[src/rtl/approx_pkg.sv]
// Shared constants and the combinational reference model for the
// lower-part-OR approximate adder.
package approx_pkg;

    localparam int DEF_WIDTH       = 8;
    localparam int DEF_APPROX_BITS = 4;
    localparam int IDX_W           = $clog2(DEF_WIDTH);

    // Returns {carry_out, approx[DEF_WIDTH-1:0]} for k approximate LSBs.
    function automatic logic [DEF_WIDTH:0] loa_add(
        input logic [DEF_WIDTH-1:0] a,
        input logic [DEF_WIDTH-1:0] b,
        input int                   k
    );
        logic [DEF_WIDTH-1:0] s;
        logic                 c;
        logic                 ai;
        logic                 bi;
        s = '0;
        c = 1'b0;
        if (k > 0) begin
            c = a[IDX_W'(k - 1)] & b[IDX_W'(k - 1)];
        end
        for (int i = 0; i < DEF_WIDTH; i++) begin
            ai = a[IDX_W'(i)];
            bi = b[IDX_W'(i)];
            if (i < k) begin
                s[IDX_W'(i)] = ai | bi;
            end else begin
                s[IDX_W'(i)] = ai ^ bi ^ c;
                c            = (ai & bi) | (c & (ai ^ bi));
            end
        end
        return {c, s};
    endfunction

endpackage

[src/rtl/full_adder.sv]
// One-bit full adder cell used for the exact upper ripple chain.
module full_adder (
    input  logic a,
    input  logic b,
    input  logic ci,
    output logic s,
    output logic co
);

    assign s  = a ^ b ^ ci;
    assign co = (a & b) | (ci & (a ^ b));

endmodule

[src/rtl/approx_adder.sv]
// Registered lower-part-OR approximate adder with a parallel exact sum,
// one operand pair in and one result pair out every clock.
module approx_adder
    import approx_pkg::*;
#(
    parameter int WIDTH       = DEF_WIDTH,
    parameter int APPROX_BITS = DEF_APPROX_BITS
) (
    input  logic [WIDTH-1:0] a,
    input  logic [WIDTH-1:0] b,
    input  logic             clk,
    output logic [WIDTH-1:0] sum,
    output logic [WIDTH:0]   sumc,
    input  logic             rst_n
);

    localparam int K = APPROX_BITS;

    logic [WIDTH-1:0] approx;
    logic [WIDTH:K]   carry;    // carry[K] is the carry into the upper part
    logic [WIDTH-1:0] exact;

    assign exact = a + b;

    genvar i;
    generate
        for (i = 0; i < K; i++) begin : g_lower
            assign approx[i] = a[i] | b[i];
        end

        if (K == 0) begin : g_cin_none
            assign carry[K] = 1'b0;
        end else begin : g_cin_msb
            // The top approximate bit pair generates the only carry into
            // the exact part; lower carries are deliberately dropped.
            assign carry[K] = a[K-1] & b[K-1];
        end

        for (i = K; i < WIDTH; i++) begin : g_upper
            full_adder u_fa (
                .a  (a[i]),
                .b  (b[i]),
                .ci (carry[i]),
                .s  (approx[i]),
                .co (carry[i+1])
            );
        end
    endgenerate

    // NOTE: state registers use non-blocking assignments so every flop
    // samples pre-edge values regardless of process ordering.
    always_ff @(posedge clk or negedge rst_n) begin
        if (!rst_n) begin
            sum  <= '0;
            sumc <= '0;
        end else begin
            sum  <= exact;
            sumc <= {carry[WIDTH], approx};
        end
    end

endmodule

[config.mk]
export PLATFORM = sky130hd
export DESIGN_NAME = approx_adder
export DESIGN_NICKNAME = d
export VERILOG_FILES = /design/src/rtl/approx_pkg.sv /design/src/rtl/full_adder.sv /design/src/rtl/approx_adder.sv
export SDC_FILE = /design/constraint.sdc
export NUM_CORES = 1
export LEC_CHECK = 0
export CAP_MARGIN = 10
export CORE_ASPECT_RATIO = 1.25
export CORE_MARGIN = 2
export CORE_UTILIZATION = 39
export CTS_CLUSTER_DIAMETER = 40
export DETAILED_ROUTE_END_ITERATION = 7
export GPL_TIMING_DRIVEN = 0
export PLACE_DENSITY = 0.74
export SLEW_MARGIN = 30
export SYNTH_ARGS = -nofsm -noshare
export SYNTH_HDL_FRONTEND = slang
export SYNTH_SLANG_ARGS = --single-unit
[constraint.sdc]
create_clock -name clk -period 0.8 [get_ports clk]
set_clock_uncertainty 0.05 [all_clocks]
set_input_delay 0.2 -clock clk [delete_from_list [all_inputs] [get_ports clk]]
set_output_delay 0.2 -clock clk [all_outputs]
set_load 0.01 [all_outputs]
==> metrics.txt, run 1 <==
status finished with violations; failing checks negative setup slack; CP Buf/Inv Count 3; register area share after synthesis 0.440; I/O pins 35; crit path kind primary input to flop; Post-Route WL 2000 um; IO buf count 34; core area between 2000 and 2500 um^2; Hold Path Class primary input to asynchronous set/reset pin; post-layout minimum cycle time 1.88 ns; die width 48.5 um; Slowest-stage cell, CP fa_1; CTS max path bufs 2; f_max 531 MHz; Pre-antenna DRT Iters 2; Starting Density 0.403; element type at the critical path start primary input; layout overhead on the synthesized area 54.1%; Overflow after GRT 0; #FFs+latches synth 17; CTS tree built; Reg clk slew, reported paths 0.10 ns; largest net degree at the start of global routing 18; number of fill cells 208; initial antenna violation count 0; peak per-stage delay on the critical path about 0.4 ns; DRC 0; top cell type's share of synthesized area 0.440; MaxCap Viol Count 0; via count 760; largest area contributor in the netlist dfrtp_1; number of global-route vias before repair 792; Tcrit/Tclk final 2.35; Most common cell on crit path fa_2; top post-synthesis cells by area dfrtp_1 (44%), ha_1 (16%), fa_1 (10%); pins over their slew limit 0; fraction of layout cells with a size suffix above 1 0.492; TritonCTS Sinks 17; PD cells around 1500 nW/um^2; DR WL/cell 12.4 um; Post-Syn Instances 83; Avg Synthesized Cell Area 11.7 um^2; CTS buffer count 3; GRT Total Usage 0.147; Worst setup EP type flop; worst path cell trace buf_6 > ha_4 > fa_2 > fa_2 > fa_2 > inv_2 > fa_1 > inv_1; Die Y 59.7 um; post-route ant nets 0; Rel. slew slack 0.504; worst setup margin -1.08 ns; Placer Congestion 0.719; first-iteration detailed-routing DRC count 1; family with the most delay on the worst path adder cells; CP Data Arrival Time 2.07 ns; # nets final 164; Inserted Diodes 0; row count 20; first-pass GRT wire length approximately 3200 um; RSZ-0062 raised after global routing yes; distinct cell type count after synthesis 26; DP HPWL 1460 um; Hold Fails Final Rpt 0; worst endpoint required time 0.99 ns; die area 2900 um^2; placed instance area 1430 um^2; Leak 0.000729 uW; H-tree depth 1; Cell Area, Synth 967 um^2; critical path fanouts, max 2; drt via density 4.72; CTS root buffer clkbuf_4; syn_nets 118; synth warn 0; fin area 1490 um^2; hold-fix buffers at CTS 0; Place WS -1.85 ns; Worst setup startpoint a[3]; # setup viols final 27; worst slew pin tran 0.745 ns; worst vdd ir 0.885 mV
==> logic make-up after synthesis <==
kind of cell,count (synthesis),synth area share
flops,17,0.440
xor+xnor,4,0.0362
fa+ha+maj,17,0.259
buf+inv,20,0.0776
compound gates,15,0.113
simple gates,10,0.0750
==> stage by stage <==
stage,util,setup TNS (ns),total power (uW),std cells,hold WS (ns)
after floorplan,-,-6.99,1400,83,-0.146
after global placement,0.593,-28.04,1820,150,0.625
after detailed placement,0.593,-29.09,1850,150,0.642
after CTS,0.597,-9.94,2220,159,0.0487
after global routing,0.620,-10.80,2390,161,0.0779
final,0.620,-10.02,2260,161,0.0242
==> cell usage in the layout (no fill, tap or decap), drive strengths merged, types with 2 or more instances in the layout <==
| cell | netlist | routed |
|---|---|---|
| a21o | 3 | 3 |
| a21oi | 3 | 3 |
| a211oi | 2 | 2 |
| or3b | 2 | 2 |
| clkdlybuf4s50 | 0 | 5 |
| buf | 0 | 33 |
| dfrtp | 17 | 17 |
| inv | 20 | 20 |
| fa | 5 | 5 |
| ha | 12 | 12 |
| clkbuf | 0 | 3 |
| xnor2 | 3 | 3 |
==> cells in the mapped netlist <==
master      n
o21a_1      1
nand2b_1    1
a211o_1     1
or4b_1      1
a211oi_1    2
a21o_2      1
or2b_2      1
xnor2_1     3
fa_1        5
inv_1      20
and4b_1     1
nor2_1      1
a31oi_1     1
o2111ai_1   1
ha_1       12
o211a_1     1
and2b_1     1
nand2_1     1
xor2_1      1
dfrtp_1    17
a21o_1      2
or3b_2      2
a21oi_1     3
o221ai_1    1
o21ai_0     1
nor3_1      1
==> state kept, by name (all words and copies together) (netlist names) <==
name  count
sum       8
sumc      9
==> repair_timing <==
item / in CTS / in global routing
buffers inserted: 5 / 2
endpoints found under the setup margin: 51 / 27
gates resized for setup: 130 / 8
pin swaps: 16 / 9
==> final cells by class <==
class | instances | area [um^2] | share of cell area
inverters | 20 | 90.1 | 0.0605
flip-flops and latches | 17 | 425 | 0.285
clock buffers | 3 | 22.5 | 0.0151
well taps | 33 | 41.3 | 0.0277
clock inverters | 1 | 5.00 | 0.00336
repair buffers | 41 | 327 | 0.219
multi-input cells | 46 | 579 | 0.389
==> how the worst max path moves through the flow <==
stage	slack, ns	cells past startpoint	end
6_report	-1.08	8	sumc[7]$_DFF_PN0_
5_1_grt	-1.12	8	sumc[7]$_DFF_PN0_
4_1_cts	-1.08	8	sumc[7]$_DFF_PN0_
3_5_place_dp	-1.85	8	sumc[7]$_DFF_PN0_
3_3_place_gp	-1.79	8	sumc[7]$_DFF_PN0_
2_1_floorplan	-1.24	7	sumc[7]$_DFF_PN0_
==> metal layers <==
| layer | part of all wire | global-route usage | up-vias |
|---|---|---|---|
| met4 | 0.029 | 0.0857 | 0 |
| met5 | 0 | 0 | - |
| met1 | 0.33 | 0.133 | 365 |
| li1 | - | - | 362 |
| met3 | 0.056 | 0.0350 | 6 |
| met2 | 0.58 | 0.300 | 27 |
==> power breakdown <==
group          internal [uW]  switching [uW]
clock network            186             271
registers                980            30.4
logic                    411             380
total                   1580             681
Power figures use the tool's default switching activity.
==> run 2: changes to the inputs <==
CORE_UTILIZATION = 43   (was 39)
CTS_CLUSTER_DIAMETER = 120   (was 40)
PLACE_DENSITY = 0.77   (was 0.74)
SLEW_MARGIN = unset   (was 30)
clock period = 1.8 ns   (was 0.8 ns; I/O delays follow)
==> run 2 against run 1 <==
Effect of this change:
- the flow still finishes with violations (negative setup slack)
- sequential cell count unchanged
- via count decreased by 0.13%
- cell count unchanged
- hold slack improved by 0.43 ns
- clock-buffer cell count increased by 1
- worst setup slack improved by 0.76 ns
- first-iteration DRC count increased to 7.0 times the previous value
- sequential share of layout area decreased by 0.79 points
- largest cell class unchanged
==> metrics.txt, run 2 (same netlist as run 1, synthesis figures left out) <==
Power, Total 1030 uW (-54%); hold path endpoint sumc[3]$_DFF_PN0_; fin area 1530 um^2 (+2.9%); placed instance area 1370 um^2 (-4.1%); WL met2 1120 um (-4.2%); post-layout minimum cycle time 2.13 ns; critical path fanouts, max 2 (unchanged); core area 2160 um^2 (-9.9%); top routing layer in use met4; IO buf count 34 (unchanged); worst slew pin tran 0.718 ns (-0.0264 ns); DR WL met3 72 um (-35%); worst endpoint required time 1.98 ns (+0.99 ns); Reg clk slew, reported paths 0.09 ns (about the same); f_max 470 MHz; failing checks negative setup slack; Starting Density 0.447 (+0.0445); P_int 747 uW (-53%); worst vdd ir 0.360 mV (-59%); Tcrit/Tclk final 1.18; Regs by FF count sumc: 9 flops, sum: 8 flops; number of global-route vias before repair 762 (-3.8%); Inserted Diodes 0 (unchanged); Pre-antenna DRT Iters 3 (+1); CTS max path bufs 2 (unchanged); sw frac 0.276 (-0.0253); Clk network pwr share 0.190 (-0.012); commonest non-fill, non-tap cells in the layout clkdlybuf4s50_1 (19), inv_1 (17), dfrtp_1 (17), buf_4 (8), ha_4 (6); die width 46.4 um (-4.4%); RSZ-0062 raised after global routing yes; row count 19 (-5.0%); die area 2650 um^2 (-8.6%); Overflow after GRT 0 (unchanged); Placer Congestion 0.708 (-1.5%); DP HPWL 1440 um (-1.7%); drt via density 4.71 (-0.13%); H-tree depth 1 (unchanged); CTS buffer count 3 (unchanged); Seq pwr share 0.437 (-0.011); largest net degree at the start of global routing 18 (unchanged); worst setup margin -0.326 ns (+0.757 ns); Sw Pwr 285 uW (-58%); PD cells 674 nW/um^2 (-56%); layout overhead on the synthesized area 58.5%; crit path kind primary input to flop; GRT Total Usage 0.175 (+0.0280); multi-input logic area 564 um^2 (-2.6%); Rel. slew slack 0.520 (+0.0161); # setup viols final 3 (-89%); number of fill cells 154 (-26%); Hold Crit Depth 4; Post-Route WL 2000 um (unchanged); Reg with most FFs sumc; MaxCap Viol Count 0 (unchanged); Hold Path Class primary input to flop; Leak 0.000737 uW (+1.0%); fraction of layout cells with a size suffix above 1 0.292 (-0.200); commonest non-fill, non-tap cell in the layout clkdlybuf4s50_1; status finished with violations; CP Data Arrival Time 2.30 ns (+0.23 ns); hold-fix buffers at CTS 0 (unchanged); first-iteration detailed-routing DRC count 7 (+6); TritonCTS Sinks 17 (unchanged); post-route ant nets 0 (unchanged); first-pass GRT wire length 3280 um (+4.2%); register cell area after layout 425 um^2 (unchanged); Hold Fails Final Rpt 0 (unchanged); element type at the critical path start primary input; Logic pwr share 0.373 (+0.023); Worst Hold Launch b[3]; initial antenna violation count 0 (unchanged); Die Y 57.0 um (-4.4%); Worst setup EP type flop; M1 wire length 738 um (+12%); DRC 0 (unchanged); pins over their slew limit 0 (unchanged); via count 759 (-0.13%); CTS tree built; max reg flops 9 (unchanged); I/O pins 35 (unchanged); # nets final 166 (+1.2%); CTS root buffer clkbuf_4; DR WL/cell 12.4 um (unchanged)
## run 2: changes by cell type in the layout (fill, tap and decap cells not counted), moves of 3 or more
cell / before / now
buf_2: 20 / 1
clkdlybuf4s50_1: 5 / 19
buf_6: 7 / 2
buf_4: 4 / 8
dlygate4sd2_1: 1 / 5
a21oi_1: 0 / 3
## run 2: stage by stage
stage                     worst slack (ns)  cells  hold WS [ns]   util  setup TNS, ns
after floorplan                     -0.488     83         0.104      -          -1.28
after global placement               -1.05    148         0.867  0.632          -5.38
after CTS                           -0.376    160         0.449  0.701         -0.791
after detailed placement             -1.06    148         0.878  0.632          -5.60
after global routing                -0.342    161         0.447  0.709         -0.689
final                               -0.326    161         0.455  0.709         -0.599
## run 2: final cells by class
cell class	instances	area share
Timing Repair Buffer	43	0.263
Sequential cell	17	0.278
Multi-Input combinational cell	46	0.368
Clock buffer	4	0.0171
Tap cell	31	0.0253
Inverter	20	0.0490
## run 2: worst max path at each step
stage,startpoint,endpoint,slack (ns)
2_1_floorplan,a[3],sumc[7]$_DFF_PN0_,-0.49
3_3_place_gp,a[3],sumc[7]$_DFF_PN0_,-1.05
3_5_place_dp,a[3],sumc[7]$_DFF_PN0_,-1.06
4_1_cts,b[3],sumc[7]$_DFF_PN0_,-0.38
5_1_grt,a[3],sumc[7]$_DFF_PN0_,-0.34
6_report,a[3],sumc[7]$_DFF_PN0_,-0.33
## run 2: layer usage
metal / vias up / track usage
met4: 0 / 0.127
met1: 363 / 0.200
li1: 363 / -
met5: - / 0
met2: 25 / 0.298
met3: 8 / 0.00633
## run 2: timing repair
| action | in CTS | in global routing |
|---|---|---|
| pin swaps | 13 | 9 |
| gates resized for setup | 44 | 8 |
| endpoints found under the setup margin | 8 | 5 |
| setup buffers | 8 | 3 |
| gates cloned | 0 | 0 |
## run 2: power by group through the flow
stage / combinational, uW / sequential (uW) / clock [uW]
6_report: 385 / 451 / 197
3_5_place_dp: 346 / 460 / 0
5_1_grt: 421 / 457 / 222
3_3_place_gp: 335 / 458 / 0
2_1_floorplan: 122 / 489 / 0
4_1_cts: 382 / 452 / 209
## run 2: worst max-delay path, stage by stage
cell	delay [ns]
buf_8	0.10
ha_4	0.16
fa_2	0.36
fa_2	0.38
fa_2	0.35
inv_2	0.06
fa_1	0.40
inv_1	0.06
